`config.mk`:
```
export PLATFORM = sky130hd
export DESIGN_NAME = tx_packet_framer
export DESIGN_NICKNAME = d
export VERILOG_FILES = /design/src/rtl/tx_packet_framer.sv
export SDC_FILE = /design/constraint.sdc
export NUM_CORES = 1
export LEC_CHECK = 0
export ABC_AREA = 1
export CORE_UTILIZATION = 58
export DETAILED_ROUTE_END_ITERATION = 7
export GPL_ROUTABILITY_DRIVEN = 0
export PLACE_DENSITY_LB_ADDON = 0.25
export SLEW_MARGIN = 20
export SYNTH_ARGS = -nofsm -noshare
export SYNTH_HDL_FRONTEND = slang
export SYNTH_SLANG_ARGS = --single-unit
```
`constraint.sdc`:
```
create_clock -name clk -period 3 [get_ports clk]
set_clock_uncertainty 0.2 [all_clocks]
set_input_delay 0.75 -clock clk [delete_from_list [all_inputs] [get_ports clk]]
set_output_delay 0.75 -clock clk [all_outputs]
set_load 0.01 [all_outputs]
```
`src/rtl/tx_packet_framer.sv`:
```
// Transmit packet framer: preamble (0101...), sync word, then payload bytes MSB-first, one symbol per clk_enable.
// Optional build macro TX_CRC8_EN appends a CRC-8 (poly 0x07, init 0x00) trailer after the payload.
module tx_packet_framer #(
    parameter int MAX_WINDOW_WIDTH = 8,
    parameter int MAX_LEN_WIDTH    = 8,
    parameter int SYNC_WIDTH       = 16,
    parameter logic [SYNC_WIDTH-1:0] SYNC_WORD = 16'h2DD4
) (
    input  logic                        clk,
    input  logic                        rst,
    input  logic                        clk_enable,
    input  logic [MAX_WINDOW_WIDTH-1:0] TX_PD_LENGTH,
    input  logic [MAX_LEN_WIDTH-1:0]    TX_PAYLOAD_LEN,
    input  logic                        start,
    input  logic [7:0]                  data_in,
    input  logic                        data_valid,
    output logic                        data_ready,
    output logic                        BPSK,
    output logic                        tx_active,
    output logic                        tx_done,
    output logic                        tx_error
);

    localparam int SYNC_CNT_W = (SYNC_WIDTH > 1) ? $clog2(SYNC_WIDTH) : 1;
    localparam logic [SYNC_CNT_W-1:0] SYNC_LAST = SYNC_CNT_W'(SYNC_WIDTH - 1);

    localparam logic [2:0] IDLE     = 3'd0;
    localparam logic [2:0] PREAMBLE = 3'd1;
    localparam logic [2:0] SYNC     = 3'd2;
    localparam logic [2:0] PAYLOAD  = 3'd3;
`ifdef TX_CRC8_EN
    localparam logic [2:0] CRC      = 3'd4;
`endif

    logic [2:0]                  state;
    logic                        pending;
    logic [MAX_WINDOW_WIDTH-1:0] lat_l;
    logic [MAX_WINDOW_WIDTH-1:0] pre_idx;
    logic [MAX_LEN_WIDTH-1:0]    lat_n;
    logic [MAX_LEN_WIDTH-1:0]    acc_cnt;
    logic [MAX_LEN_WIDTH-1:0]    sent_cnt;
    logic [SYNC_CNT_W-1:0]       sync_idx;
    logic [SYNC_WIDTH-1:0]       sync_shift;
    logic [2:0]                  bit_idx;
    logic [7:0]                  hold_reg;
    logic                        hold_valid;
    logic [7:0]                  shift_reg;
`ifdef TX_CRC8_EN
    logic [7:0]                  crc;
`endif

    logic pre_last;
    logic sync_last;
    logic byte_last;
    logic at_byte_boundary;
    logic more_bytes;
    logic need_byte;
    logic load_byte;
    logic underrun;
    logic payload_done;
    logic end_packet;
    logic xfer;

`ifdef TX_CRC8_EN
    function automatic logic [7:0] crc8_byte(input logic [7:0] crc_in, input logic [7:0] data);
        logic [7:0] c;
        c = crc_in ^ data;
        for (int i = 0; i < 8; i++) begin
            c = c[7] ? ({c[6:0], 1'b0} ^ 8'h07) : {c[6:0], 1'b0};
        end
        return c;
    endfunction
`endif

    assign data_ready = ((state == SYNC) || (state == PAYLOAD)) && !hold_valid && (acc_cnt < lat_n);
    assign xfer       = data_ready && data_valid;

    // Byte boundaries happen at the end of the sync word and at the end of every payload byte.
    always_comb begin
        pre_last         = (pre_idx + MAX_WINDOW_WIDTH'(1)) == lat_l;
        sync_last        = (sync_idx == SYNC_LAST);
        byte_last        = (bit_idx == 3'd7);
        at_byte_boundary = ((state == SYNC) && sync_last) || ((state == PAYLOAD) && byte_last);
        more_bytes       = (sent_cnt != lat_n);
        need_byte        = clk_enable && at_byte_boundary && more_bytes;
        load_byte        = need_byte && hold_valid;
        underrun         = need_byte && !hold_valid;
        payload_done     = clk_enable && at_byte_boundary && !more_bytes;
`ifdef TX_CRC8_EN
        end_packet       = clk_enable && (state == CRC) && byte_last;
`else
        end_packet       = payload_done;
`endif
    end

    always_ff @(posedge clk) begin
        if (rst) begin
            state      <= IDLE;
            pending    <= 1'b0;
            lat_l      <= '0;
            lat_n      <= '0;
            pre_idx    <= '0;
            acc_cnt    <= '0;
            sent_cnt   <= '0;
            sync_idx   <= '0;
            sync_shift <= '0;
            bit_idx    <= '0;
            hold_reg   <= '0;
            hold_valid <= 1'b0;
            shift_reg  <= '0;
            BPSK       <= 1'b0;
            tx_active  <= 1'b0;
            tx_done    <= 1'b0;
            tx_error   <= 1'b0;
`ifdef TX_CRC8_EN
            crc        <= '0;
`endif
        end else begin
            tx_done  <= 1'b0;
            tx_error <= 1'b0;

            if (start && (state == IDLE)) begin
                pending <= 1'b1;
            end

            if (xfer) begin
                hold_reg   <= data_in;
                hold_valid <= 1'b1;
                acc_cnt    <= acc_cnt + MAX_LEN_WIDTH'(1);
            end

            // Plain symbol advances; byte boundaries and packet end are handled below and take priority.
            if (clk_enable) begin
                case (state)
                    IDLE: begin
                        if (pending) begin
                            pending    <= 1'b0;
                            lat_l      <= TX_PD_LENGTH;
                            lat_n      <= TX_PAYLOAD_LEN;
                            acc_cnt    <= '0;
                            sent_cnt   <= '0;
                            pre_idx    <= '0;
                            sync_idx   <= '0;
                            bit_idx    <= '0;
                            hold_valid <= 1'b0;
                            tx_active  <= 1'b1;
`ifdef TX_CRC8_EN
                            crc        <= '0;
`endif
                            if (TX_PD_LENGTH != '0) begin
                                state <= PREAMBLE;
                                BPSK  <= 1'b0;
                            end else begin
                                state      <= SYNC;
                                BPSK       <= SYNC_WORD[SYNC_WIDTH-1];
                                sync_shift <= SYNC_WORD << 1;
                            end
                        end
                    end
                    PREAMBLE: begin
                        if (pre_last) begin
                            state      <= SYNC;
                            sync_idx   <= '0;
                            BPSK       <= SYNC_WORD[SYNC_WIDTH-1];
                            sync_shift <= SYNC_WORD << 1;
                        end else begin
                            pre_idx <= pre_idx + MAX_WINDOW_WIDTH'(1);
                            BPSK    <= ~BPSK;
                        end
                    end
                    SYNC: begin
                        if (!sync_last) begin
                            sync_idx   <= sync_idx + SYNC_CNT_W'(1);
                            BPSK       <= sync_shift[SYNC_WIDTH-1];
                            sync_shift <= sync_shift << 1;
                        end
                    end
                    PAYLOAD: begin
                        if (!byte_last) begin
                            bit_idx   <= bit_idx + 3'd1;
                            BPSK      <= shift_reg[7];
                            shift_reg <= {shift_reg[6:0], 1'b0};
                        end
                    end
`ifdef TX_CRC8_EN
                    CRC: begin
                        if (!byte_last) begin
                            bit_idx   <= bit_idx + 3'd1;
                            BPSK      <= shift_reg[7];
                            shift_reg <= {shift_reg[6:0], 1'b0};
                        end
                    end
`endif
                    default: state <= IDLE;
                endcase
            end

            if (load_byte) begin
                state      <= PAYLOAD;
                BPSK       <= hold_reg[7];
                shift_reg  <= {hold_reg[6:0], 1'b0};
                bit_idx    <= '0;
                hold_valid <= 1'b0;
                sent_cnt   <= sent_cnt + MAX_LEN_WIDTH'(1);
`ifdef TX_CRC8_EN
                crc        <= crc8_byte(crc, hold_reg);
`endif
            end

`ifdef TX_CRC8_EN
            if (payload_done) begin
                state     <= CRC;
                BPSK      <= crc[7];
                shift_reg <= {crc[6:0], 1'b0};
                bit_idx   <= '0;
            end
`endif

            // Normal end and underrun abort both return to IDLE and drop any half-fetched byte.
            if (end_packet || underrun) begin
                state      <= IDLE;
                BPSK       <= 1'b0;
                tx_active  <= 1'b0;
                hold_valid <= 1'b0;
                tx_done    <= end_packet;
                tx_error   <= underrun;
            end
        end
    end

endmodule

```
* Yosys cells after proc, flatten, opt, wreduce, memory -nomap -nowiden *
Cells that the tools add are included.

word-level totals
  flip-flop bits (word level) = 87
  bits of input ports = 29
  output and inout port bits = 5
  logic and storage cells = 134

operators by class
  add/sub/neg operators = 5
  order comparisons = 1
  equality and inequality tests = 19
  multiplexer cells = 47
  bitwise operators = 3
  reductions and logical operators = 41

operators by type and width
  kind                                                  count
  two-way mux 8 bit                                     13
  two-way mux 16 bit                                    4
  case mux 16 bit (3 select lines)                      1
  adder 8 x 1 -> 8 bit (second input constant)          3
  case mux 8 bit (2 select lines)                       1
  AND reduction 4 bit                                   4
  two-way mux 1 bit                                     14
  two-way mux 3 bit                                     4
  two-way mux 4 bit                                     3
  inequality test 2 bit (second input constant)         6
  inequality test 3 bit (second input constant)         4
  case mux 4 bit (3 select lines)                       1
  nonzero test 2 bit                                    6
  logical AND 1 bit                                     11
  AND reduction 5 bit                                   2
  case mux 3 bit (3 select lines)                       1
  AND reduction 3 bit                                   3
  equality test 8 bit                                   1
  less-than comparator 8 bit                            1
  inequality test 8 bit                                 1
  nonzero test 8 bit                                    1
  OR reduction 2 bit                                    4
  equality test 3 x 2 -> 1 bit (second input constant)  2
  two-way mux 2 bit                                     3
  other kinds (16)                                      22

* Depth between registers and ports, before layout *
  depth in word-level cells = 9
  mapped depth = 17

* Least setup slack after synthesis *
No wires, ideal clock.

  path kind = register to output
  from = reg lat_n[1]
  to = out data_ready
  data arrival time = 1,437 ps
  required time = 2,050 ps
  slack = 613 ps
  cell stages (with the launch flop) = 11
  buffers on the path = 1
  cells stage by stage = dfxtp_1 inv_1 ha_1 o21ai_0 nand2_1 nand3_1 nand2_1 nand3_1 a21oi_1 nor2_1 buf_2

between the ends
  word-level cells in the longest chain between the ends = 2

ends and longest elaborated chain
  element                     line  RTL
  start, declared             39    logic [MAX_LEN_WIDTH-1:0] lat_n;
  start signal, assigned      101   lat_n <= '0;
  start signal, assigned      139   lat_n <= TX_PAYLOAD_LEN;
  less-than comparator 8 bit  75    assign data_ready = ((state == SYNC) || (state == PAYLOAD)) && !hold_valid && (acc_cnt < lat_n);
  logical AND 1 bit           75
  end, declared               17    output logic data_ready,

No other way between the ends.

* Worst setup path after layout *
  from = reg lat_n[3]
  to = out data_ready

Same word-level chain as after synthesis.

==> summary.md <==
| Metric | Value |
|---|---|
| DRC viols | 0 |
| Leakage | 0.00204 µW |
| Crit path kind | reg2out |
| Mapped Nets | ~660 |
| Net Switching | 1270 µW |
| Post-synthesis sequential area ratio | 0.388 |
| Worst vdd ir | roughly 0.35 mV |
| Top reg by flops | sync_shift |
| Slew headroom | 0.599 |
| Switching share of total power | 0.378 |
| PnR Total Power | 3360 µW |
| Die area | 7740 µm² |
| Async set-reset flop share out of synthesis | 0 |
| P_int | 2090 µW |
| Flop pwr share | 0.411 |
| Unrepaired setup endpoints after global routing | no |
| FF-to-FF End | sent_cnt[3]$_SDFFE_PP0P_ |
| Min cycle time layout | 2.81 ns |
| Fill cell count | 603 |
| Clock tree buffer depth | 2 |
| Max reg flops | 13 |
| Total Routed Length | between 9 and 10 mm |
| Critical Path AT | 1.86 ns |
| Worst Hold Class | reg2reg |
| DIE WIDTH | 88.0 µm |
| Pwr per Cell Area | 685 nW/µm² |
| Most common cell in the netlist | nand2_1 |
| Max Slew Vio Count | 0 |
| Clk pwr share | 0.249 |
| Hold Crit Endpoint | shift_reg[3]$_SDFFE_PP0P_ |
| Worst hold stages | 2 |
| Nets | 688 |
| Vias | 3,957 |
| R2R setup slack | 0.44 ns |
| Status | completed |
| Layout cells sized above 1 | 0.0618 |
| Initial antenna violation count | 0 |
| Startpoint types | flop |
| Post-Syn Area | 4290 µm² |
| Initial Util | 0.614 |
| Top-area cell type share of the netlist area | 0.388 |
| Top cells by area, synth | dfxtp_1 (39%), nand2_1 (11%), a21oi_1 (7.2%), inv_1 (6.5%), nand3_1 (5.7%) |
| DR vias/cell | around 5.3 |
| First-pass GRT wire length | ~16 mm |
| Fmax | 356 MHz |
| Largest area contributor in the netlist | dfxtp_1 |
| Row count | 30 |
| Hold path startpoint | shift_reg[3]$_SDFFE_PP0P_ |
| Total GRT Usage | 0.260 |
| Synth top cells by count | nand2_1 (120), dfxtp_1 (83), inv_1 (74), nor2_1 (65), a21oi_1 (62) |
| Final Hold Fails | 0 |
| Buffers on Ports | 33 |
| Worst-Margin Slew | 0.600 ns |
| Clock transition at the registers of the reported paths | about 0.090 ns |
| Remaining antenna violation count | 0 |
| CTS tree | built |
| Worst-path maximum fanout | 2 |
| H-tree levels | 3 |
| Cell count after synthesis | 611 |
| Reg2reg path depth | 13 |
| Post-Syn Area per Cell | 7.01 µm² |
| DP HPWL | just under 7 mm |
| Max Cap Viol | 0 |
| #FFs+latches synth | a little over 80 |
| Starting DRC count in detailed routing | 175 |
| # hold bufs at CTS | 0 |
| YS warnings | 0 |
| Post-synth top flop | dfxtp_1 |
| Synthesis-to-finish area growth | 14.5% |
| EDFF count, synth | 0 |
| # IOs | 34 |
| Number of global-route vias before repair | 3,605 |
| CTS Root Cell | clkbuf_8 |
| # setup viols final | 0 |
| Critical Path RT | 2.05 ns |
| Worst r2r src | state[0]$_SDFFE_PP0P_ |
| Clock sink count | 83 |
| Core area | 6980 µm² |
| Grt total ovfl | 0 |
| Per-cell routed wire length | approximately 12 µm |
| First-pass DRT Iterations | 7 |
| Setup TNS | 0 ns |
| Worst-Skew Late Latency | 0.36 ns |
| Combinational share of power | 0.340 |
| Ant diodes | 0 |
| Die span in y | 88.0 µm |
| Number of library cell types mapped by synthesis | 40 |
| Largest net degree at the start of global routing | 41 |
| Worst Setup End Kind | primary output |
| Inserted Clock Buffers | 9 |
| Tcrit/Tclk final | 0.937 |
## repair_timing
action                     CTS  global route
buffers inserted             0             0
resized for setup            2             0
setup endpoints to repair    1             0
## per-stage QoR
stage	hold slack (ns)	instances	cell area (µm²)	worst slack [ns]	util
global placement	0.239	727	4700	0.273	0.673
global route	0.274	743	4910	0.0683	0.703
CTS	0.262	743	4910	0.167	0.703
floorplan	0.230	611	4290	0.613	-
finish	0.264	743	4910	0.189	0.703
detailed placement	0.249	727	4700	0.247	0.673
## cells in the final DEF, fill, tap and decap left out, drive strengths merged, types with 2 or more instances in the layout
master and n:
inv 78, nand2 124, clkbuf 10, nand4 10, o21ai 48, nor4 2
ha 17, a21oi 62, or2 2, xnor2 3, and3 2, xor2 15
dfxtp 83, clkinvlp 2, nand3 52, o21bai 2, clkinv 2, a31oi 5
nor3 9, clkdlybuf4s50 32, buf 10, nand3b 2, nor2 67
## worst max path at each step
stage,from,endpoint,slack [ns],cells after the start
final,lat_n[3]$_SDFFE_PP0P_,data_ready,0.19,8
after global routing,lat_n[1]$_SDFFE_PP0P_,data_ready,0.07,10
after detailed placement,TX_PD_LENGTH[7],sync_shift[11]$_SDFFE_PP0P_,0.25,7
after floorplan,lat_n[1]$_SDFFE_PP0P_,data_ready,0.61,10
after CTS,lat_n[3]$_SDFFE_PP0P_,data_ready,0.17,8
after global placement,TX_PD_LENGTH[7],sync_shift[5]$_SDFFE_PP0P_,0.27,7
## power by group through the flow
| stage | clock (µW) | combinational, µW | sequential, µW |
|---|---|---|---|
| after floorplan | 0 | 907 | 1370 |
| after global placement | 0 | 1090 | 1400 |
| after CTS | 849 | 1140 | 1380 |
| final | 838 | 1140 | 1380 |
| after detailed placement | 0 | 1130 | 1410 |
| after global routing | 888 | 1310 | 1400 |
## worst max-delay path: stages, from the launching register on
cell,delay (ns)
dfxtp_1,0.36
inv_1,0.08
ha_1,0.31
a21oi_1,0.13
nand2_1,0.07
nand3_1,0.06
a21oi_1,0.06
nor2_1,0.14
dlygate4sd2_1,0.29
## layer usage
layer | global-route usage | share of wire | routed length [µm] | up-vias
li1 | - | - | - | 2053
met1 | 0.309 | 0.44 | 4100 | 1795
met2 | 0.464 | 0.50 | 4660 | 84
met3 | 0.0320 | 0.032 | 298 | 25
met4 | 0.128 | 0.025 | 229 | 0
met5 | 0 | 0 | 0 | -
## area by class of cell
class	instances	area [µm²]	area share
timing repair buffer	43	404	0.0823
clock buffer	10	138	0.0280
inverter	77	289	0.0589
clock inverter	6	71.3	0.0145
sequential	83	1660	0.339
tap	96	120	0.0245
multi-input combinational	428	2220	0.453
## kinds of logic after synthesis
kind of cell / after synthesis / synth area share
xor gates and xnor gates: 18 / 0.0368
and+or+nand+nor: 272 / 0.285
AOI/OAI and AO/OA: 121 / 0.147
adders and majority gates: 17 / 0.0496
buffers and inverters: 100 / 0.0937
DFF: 83 / 0.388
No activity file was read; power rests on OpenSTA's default activity.
